**src/rtl/wb_arbiter_if.sv**
```systemverilog
// Writeback arbitration bus: ALU and MEM request channels, stall input and
// the registered register-file write port.
interface wb_arbiter_if #(
  parameter int DW = 16,
  parameter int RW = 3
);
  logic          alu_valid;
  logic [DW-1:0] alu_data;
  logic [RW-1:0] alu_rd;
  logic          alu_ready;
  logic          mem_valid;
  logic [DW-1:0] mem_data;
  logic [RW-1:0] mem_rd;
  logic          mem_ready;
  logic          wb_stall;
  logic          vsel;
  logic [DW-1:0] data_in;
  logic [RW-1:0] writenum;
  logic          write;
  logic [1:0]    starve_cnt;

  modport master (
    output alu_valid, alu_data, alu_rd, mem_valid, mem_data, mem_rd, wb_stall,
    input  alu_ready, mem_ready, vsel, data_in, writenum, write, starve_cnt
  );

  modport slave (
    input  alu_valid, alu_data, alu_rd, mem_valid, mem_data, mem_rd, wb_stall,
    output alu_ready, mem_ready, vsel, data_in, writenum, write, starve_cnt
  );
endinterface

```
**src/rtl/wb_arbiter.sv**
```systemverilog
// Writeback arbiter: picks ALU or MEM result for the register file, MEM first
// with a starvation bound on ALU, one registered output stage.
module wb_arbiter #(
  parameter int DW         = 16,
  parameter int RW         = 3,
  parameter int STARVE_MAX = 3
) (
  input  logic         clk,
  input  logic         reset_n,
  wb_arbiter_if.slave  bus
);

  typedef enum logic [0:0] {
    IDLE = 1'b0,
    WB   = 1'b1
  } state_t;

  localparam logic [1:0] STARVE_MAX_C = 2'(STARVE_MAX);

  state_t        state_r;
  logic [1:0]    starve_r;
  logic          write_r;
  logic          vsel_r;
  logic [DW-1:0] data_r;
  logic [RW-1:0] rd_r;
  logic          gnt_alu_s;
  logic          gnt_mem_s;

  // Grant decision from valids, stall and starvation count only.
  always_comb begin
    gnt_alu_s = 1'b0;
    gnt_mem_s = 1'b0;
    if (reset_n && !bus.wb_stall) begin
      if (bus.alu_valid && (!bus.mem_valid || (starve_r == STARVE_MAX_C))) begin
        gnt_alu_s = 1'b1;
      end else if (bus.mem_valid) begin
        gnt_mem_s = 1'b1;
      end else begin
        gnt_alu_s = 1'b0;
      end
    end else begin
      gnt_alu_s = 1'b0;
    end
  end

  // Starvation counter: saturates while ALU keeps losing, frozen under stall.
  always_ff @(posedge clk or negedge reset_n) begin
    if (!reset_n) begin
      starve_r <= 2'd0;
    end else if (bus.wb_stall) begin
      starve_r <= starve_r;
    end else if (!bus.alu_valid || gnt_alu_s) begin
      starve_r <= 2'd0;
    end else if (starve_r != STARVE_MAX_C) begin
      starve_r <= starve_r + 2'd1;
    end else begin
      starve_r <= starve_r;
    end
  end

  // Writeback FSM; data/rd/vsel only move on a transfer so idle cycles hold them.
  always_ff @(posedge clk or negedge reset_n) begin
    if (!reset_n) begin
      state_r <= IDLE;
      write_r <= 1'b0;
      vsel_r  <= 1'b0;
      data_r  <= '0;
      rd_r    <= '0;
    end else begin
      case (state_r)
        IDLE, WB: begin
          if (gnt_alu_s || gnt_mem_s) begin
            state_r <= WB;
            write_r <= 1'b1;
            vsel_r  <= gnt_mem_s;
            data_r  <= gnt_mem_s ? bus.mem_data : bus.alu_data;
            rd_r    <= gnt_mem_s ? bus.mem_rd : bus.alu_rd;
          end else begin
            state_r <= IDLE;
            write_r <= 1'b0;
          end
        end
        default: begin
          state_r <= IDLE;
          write_r <= 1'b0;
        end
      endcase
    end
  end

  assign bus.alu_ready  = gnt_alu_s;
  assign bus.mem_ready  = gnt_mem_s;
  assign bus.write      = write_r;
  assign bus.vsel       = vsel_r;
  assign bus.data_in    = data_r;
  assign bus.writenum   = rd_r;
  assign bus.starve_cnt = starve_r;

endmodule

```
**src/flat_wrapper.sv**
```systemverilog
// flat-port wrapper written by rule: the top's interface ports become plain ports
module wb_arbiter_flat 
#(
  parameter int DW         = 16,
  parameter int RW         = 3,
  parameter int STARVE_MAX = 3
)
  (clk, reset_n, bus_alu_valid, bus_alu_data, bus_alu_rd, bus_mem_valid, bus_mem_data, bus_mem_rd, bus_wb_stall, bus_alu_ready, bus_mem_ready, bus_vsel, bus_data_in, bus_writenum, bus_write, bus_starve_cnt);
  wb_arbiter_if #(.DW(DW), .RW(RW)) bus_i ();
  input  logic clk;
  input  logic reset_n;
  input wire logic [$bits(bus_i.alu_valid)-1:0] bus_alu_valid;
  input wire logic [$bits(bus_i.alu_data)-1:0] bus_alu_data;
  input wire logic [$bits(bus_i.alu_rd)-1:0] bus_alu_rd;
  input wire logic [$bits(bus_i.mem_valid)-1:0] bus_mem_valid;
  input wire logic [$bits(bus_i.mem_data)-1:0] bus_mem_data;
  input wire logic [$bits(bus_i.mem_rd)-1:0] bus_mem_rd;
  input wire logic [$bits(bus_i.wb_stall)-1:0] bus_wb_stall;
  output wire logic [$bits(bus_i.alu_ready)-1:0] bus_alu_ready;
  output wire logic [$bits(bus_i.mem_ready)-1:0] bus_mem_ready;
  output wire logic [$bits(bus_i.vsel)-1:0] bus_vsel;
  output wire logic [$bits(bus_i.data_in)-1:0] bus_data_in;
  output wire logic [$bits(bus_i.writenum)-1:0] bus_writenum;
  output wire logic [$bits(bus_i.write)-1:0] bus_write;
  output wire logic [$bits(bus_i.starve_cnt)-1:0] bus_starve_cnt;
  assign bus_i.alu_valid = bus_alu_valid;
  assign bus_i.alu_data = bus_alu_data;
  assign bus_i.alu_rd = bus_alu_rd;
  assign bus_i.mem_valid = bus_mem_valid;
  assign bus_i.mem_data = bus_mem_data;
  assign bus_i.mem_rd = bus_mem_rd;
  assign bus_i.wb_stall = bus_wb_stall;
  assign bus_alu_ready = bus_i.alu_ready;
  assign bus_mem_ready = bus_i.mem_ready;
  assign bus_vsel = bus_i.vsel;
  assign bus_data_in = bus_i.data_in;
  assign bus_writenum = bus_i.writenum;
  assign bus_write = bus_i.write;
  assign bus_starve_cnt = bus_i.starve_cnt;
  wb_arbiter #(.DW(DW), .RW(RW), .STARVE_MAX(STARVE_MAX)) u_core (.clk(clk), .reset_n(reset_n), .bus(bus_i));
endmodule
```
**config.mk**
```make
export PLATFORM = sky130hd
export DESIGN_NAME = wb_arbiter_flat
export DESIGN_NICKNAME = d
export VERILOG_FILES = /design/src/rtl/wb_arbiter_if.sv /design/src/rtl/wb_arbiter.sv /design/src/flat_wrapper.sv
export SDC_FILE = /design/constraint.sdc
export NUM_CORES = 1
export LEC_CHECK = 0
export ABC_AREA = 1
export ABC_CLOCK_PERIOD_IN_PS = 3400
export CAP_MARGIN = 20
export CORE_ASPECT_RATIO = 1.2
export CORE_MARGIN = 5
export CORE_UTILIZATION = 45
export CTS_BUF_LIST = sky130_fd_sc_hd__clkbuf_2 sky130_fd_sc_hd__clkbuf_4 sky130_fd_sc_hd__clkbuf_8
export CTS_CLUSTER_DIAMETER = 40
export DETAILED_ROUTE_END_ITERATION = 12
export DONT_BUFFER_PORTS = 1
export HOLD_SLACK_MARGIN = 0.12
export PLACE_DENSITY = 0.64
export RECOVER_POWER = 50
export SKIP_CTS_REPAIR_TIMING = 1
export SYNTH_ARGS = -nofsm -noshare
export SYNTH_HDL_FRONTEND = slang
export SYNTH_SLANG_ARGS = --single-unit
```
**constraint.sdc**
```tcl
create_clock -name clk -period 3.4 [get_ports clk]
set_input_delay 0.51 -clock clk [delete_from_list [all_inputs] [get_ports clk]]
set_output_delay 0.51 -clock clk [all_outputs]
set_load 0.02 [all_outputs]
```
======== Yosys cells after proc, flatten, opt, wreduce, memory -nomap -nowiden ========
Index checks and enable logic that the tools add are counted.
Widths: inputs -> output; s select.
storage, ports and cells
  register bits ........................... 23
  input port bits ......................... 43
  output and inout bits ................... 25
  logic and storage cells ................. 29
operators by class
  $add $sub $neg .......................... 1
  equal/unequal tests ..................... 2
  mux-type cells .......................... 10
  bitwise operators ....................... 1
  reductions and logical operators ........ 10
operators by type and width
  kind                 count
  $mux 16              1
  $mux 1               6
  $mux 2               2
  $logic_not 1->1      3
  $logic_or 1x1->1     3
  $mux 3               1
  $add 2x1->2 const B  1
  $eq 2x2->1 const B   1
  $logic_and 1x1->1    2
  $ne 2x2->1 const B   1
  $reduce_and 2->1     1
  $reduce_bool 2->1    1
  $not 1->1            1

======== Logic depth before layout (Yosys ltp) ========
  word-level depth ........................ 8
  gate-level depth with buffers ........... 9
  mapped depth without buffers ............ 8

======== Worst setup path before layout ========
OpenSTA, ideal clock, no wires.
  kind .................................... flip-flop to output port
  start point ............................. reg u_core.starve_r[0], in the netlist u_core.bus.starve_cnt[0]
  end point ............................... out bus_alu_ready
  arrival time ............................ 1,186 ps
  data required time ...................... 2,890 ps
  slack ................................... 1,704 ps
  cell stages (with the launch flop) ...... 7
  path buffers ............................ 1
  cells stage by stage .................... dfrtp_1 -> ha_1 -> inv_2 -> nand2_2 -> nand3_4 -> inv_1 -> buf_2
on the way
  word-level cells in the longest chain between the ends .. 5
RTL lines
  element                   line                RTL
  start: declaration        wb_arbiter.sv:21    logic [1:0] starve_r;
  start signal: assignment  wb_arbiter.sv:51    starve_r <= starve_r;
  start signal: assignment  wb_arbiter.sv:55    starve_r <= starve_r + 2'd1;
  start signal: assignment  wb_arbiter.sv:57    starve_r <= starve_r;
  $eq 2x2->1                wb_arbiter.sv:34    if (bus.alu_valid && (!bus.mem_valid || (starve_r == STARVE_MAX_C))) begin
  $logic_or 1x1->1          wb_arbiter.sv:34
  $logic_and 1x1->1         wb_arbiter.sv:34
  $mux 1                    wb_arbiter.sv:34
  $mux 1                    wb_arbiter.sv:33    if (reset_n && !bus.wb_stall) begin
  end: declaration          flat_wrapper.sv:19  output wire logic [$bits(bus_i.alu_ready)-1:0] bus_alu_ready;
No other way between the ends.

======== Worst setup path in the final report ========
Same ends and word-level chain as after synthesis.

==> results.tsv <==
metric	value	unit
drt_first_pass_iters	4	
clk_root_buffer_cell	sky130_fd_sc_hd__clkbuf_4	
num_vias	843	
max_cap_viol_count	0	
result_of_the_run	finished clean	
core	2310	µm²
sw_frac_of_total	36.4	%
finClkSkew	0.00641	ns
drcViolationCount	0	
synth.distinct_cells	17	
cp_cell_sequence	ha_1, inv_1, nand2_2, nand3_4, inv_1	
switching_power	227	µW
synth.yosys.seq_area_share	53.1	%
timing.critical_path.from_type	register	
reg2reg_from	u_core.bus.starve_cnt[0]	
portBuffers	0	
cp_data_arrival_time	1.93	ns
aggregate_global_route_resource_usage	13.2	%
post-synth-top-area-cell	sky130_fd_sc_hd__dfrtp_1	
antenna_found_initial	0	
critPathCaptureType	output pin	
route.final.wire_length	2480	µm
post_synth_inst_count	130	
setup-tns-final	0	ns
hold_slack	0.327	ns
timing.fmax	410	MHz
vias_in_the_first_global_route	790	
worst-path-buf-inv	2	
ys_top_cells_by_count	62 x sky130_fd_sc_hd__nand2_1, 23 x sky130_fd_sc_hd__dfrtp_1, 18 x sky130_fd_sc_hd__nand3_1	
worstPathMaxFanout	20	
clkTransAtPathRegs	0.13	ns
grt_overflow_total	0	
critPathMostFrequentCell	sky130_fd_sc_hd__inv_1	
ys_async_rst_share	100	%
syn_area	1080	µm²
grt_setup_unrepaired	no	
netlist.area_leader.share	53.1	%
hold_path_class	primary input to register	
routedWlPerCell	15.3	µm
area.growth.synth_to_final	3.69	%
max-clock-path-buffers	2	
synth_seq_cells	23	
fin_crit_sh	71.7	%
die-width	54.8	µm
timing.hold.worst.start	bus_mem_data[14]	
slew_headroom	18.8	%
setup.worst_path.class	register to output pin	
weighted_congestion_reported_at_the_end_of_routability_driven_placement	0.738	
report.final.setup_viol	0	
num_io_pins	68	
postSynth.topFlopCell	sky130_fd_sc_hd__dfrtp_1	
timing.critical_path.max_delay_family	buffers and inverters	
cts_tree	built	
worst_voltage_drop_across_the_vdd_grid	0.330	mV
fin_crit	2.44	ns
dpl.hpwl	1790	µm
antenna_violating_nets_post_route	0	
largest_net_degree_at_the_start_of_global_routing	25	
timing.critical_path.required	2.89	ns
placementRows	19	
worst_pin_slew	1.22	ns
ys_warnings	0	
dieArea	3500	µm²
initial_core_util	47.0	%
wire_length_of_the_first_global_routing_pass	3420	µm
synth-edff-count	0	
cts_buffers	3	
die_height	63.8	µm
n_fill_cell	224	
post-synth-top-count-cell	sky130_fd_sc_hd__nand2_1	
nNetsFinal	176	
power_frac_clock	19.9	%
avgViaCountPerCell	5.20	
worst_skew_pair.late_latency	0.30	ns
worst_path_largest_cell_delay	0.58	ns
finalHoldViolCount	0	
power_frac_seq	67.4	%
average_instance_area_after_synthesis	8.34	µm²
cellPowerDensity	554	nW/µm²
total_leakage_power	0.572	nW
cp_slowest_cell	sky130_fd_sc_hd__inv_1	
synth.net_count	174	
dr.first_iter.drc_count	8	
final_util	48.8	%
cts_sinks	23	
timing.final.max_slew_violations	0	
cp-startpoint	u_core.bus.starve_cnt[0]	
drive_gt1_share	9.16	%
htreeDepth	1	
proportion_of_power_drawn_by_combinational_gates	12.7	%
p_int	396	µW
netlist_top_cells_area	sky130_fd_sc_hd__dfrtp_1 53%, sky130_fd_sc_hd__nand2_1 21%, sky130_fd_sc_hd__nand3_1 8.3%	
insertedDiodeCount	0	
## power by group through the flow
stage / combinational (mW) / clock (mW) / sequential [mW]
5_1_grt: 0.0924 / 0.144 / 0.426
3_3_place_gp: 0.0705 / 0 / 0.427
3_5_place_dp: 0.0751 / 0 / 0.427
4_1_cts: 0.0751 / 0.132 / 0.422
6_report: 0.0791 / 0.124 / 0.420
2_1_floorplan: 0.0661 / 0 / 0.416
## layout make-up
type,instances,area (µm²),share of cell area (%)
clock inverters,1,5.00,0.445
well taps,31,38.8,3.45
flip-flops and latches,23,576,51.2
multi-input cells,93,433,38.5
inverters,9,36.3,3.23
repair buffers,2,13.8,1.22
clock buffers,3,22.5,2.00
## worst paths after layout
check | cells past startpoint | slack, ns | to
min in group asynchronous | 2 | 0.98 | u_core.bus.data_in[9]
min | 2 | 0.33 | u_core.bus.data_in[14]
max in group asynchronous | 2 | 1.70 | u_core.bus.data_in[7]
max reg2reg | 7 | 1.45 | u_core.bus.data_in[8]
min reg2reg | 2 | 0.64 | u_core.bus.vsel
max | 5 | 0.96 | bus_alu_ready
## stage by stage
| step | area, µm² | power, mW | cells | setup slack, ns |
|---|---|---|---|---|
| after global routing | 1120 | 0.663 | 162 | 0.792 |
| final | 1120 | 0.623 | 162 | 0.963 |
| after detailed placement | 1080 | 0.502 | 156 | 1.32 |
| after global placement | 1080 | 0.497 | 156 | 1.39 |
| after CTS | 1110 | 0.629 | 160 | 0.953 |
| after floorplan | 1080 | 0.482 | 130 | 1.70 |
## cells by family after synthesis
logic type	count (synthesis)	share of synthesized area [%]
AO/OA/AOI/OAI	3	1.62
flip-flops	23	53.1
AND/OR/NAND/NOR	89	37.1
adder cells (fa/ha/maj)	1	1.15
buffers and inverters	14	7.04
## per-layer routing
| metal | GRT usage [%] | share of wire, % | vias to the layer above |
|---|---|---|---|
| met3 | 3.02 | 12 | 2 |
| met5 | 0 | 0 | - |
| met1 | 15.2 | 40 | 385 |
| met2 | 22.8 | 47 | 48 |
| li1 | - | - | 408 |
| met4 | 4.67 | 0.52 | 0 |
## sequential cells by signal (all words and copies together), names as in the netlist
name and count:
u_core.bus.data_in 16, u_core.bus.writenum 3, u_core.bus.starve_cnt 2, u_core.bus.vsel 1
u_core.bus.write 1
## worst register-to-register path: cells and delay by family, from the launching register on
| family | cells | cell delay, ns |
|---|---|---|
| buf+inv | 2 | 0.67 |
| flops | 1 | 0.52 |
| simple gates | 4 | 0.45 |
| fa+ha+maj | 1 | 0.25 |
## cells in the final DEF (no fill, tap or decap)
cell type and instances:
sky130_fd_sc_hd__nand2_2 3, sky130_fd_sc_hd__a21boi_0 1, sky130_fd_sc_hd__nor2_4 1, sky130_fd_sc_hd__inv_4 1, sky130_fd_sc_hd__nand3_4 1, sky130_fd_sc_hd__dfrtp_1 23, sky130_fd_sc_hd__dlygate4sd3_1 1, sky130_fd_sc_hd__inv_1 8
sky130_fd_sc_hd__clkbuf_1 1, sky130_fd_sc_hd__nand4_1 2, sky130_fd_sc_hd__a21oi_1 2, sky130_fd_sc_hd__nand3_1 18, sky130_fd_sc_hd__clkbuf_4 3, sky130_fd_sc_hd__nand3_2 2, sky130_fd_sc_hd__nand2_1 62, sky130_fd_sc_hd__ha_1 1
sky130_fd_sc_hd__clkinv_2 1
Note: power is estimated with default switching activity, not from simulation.
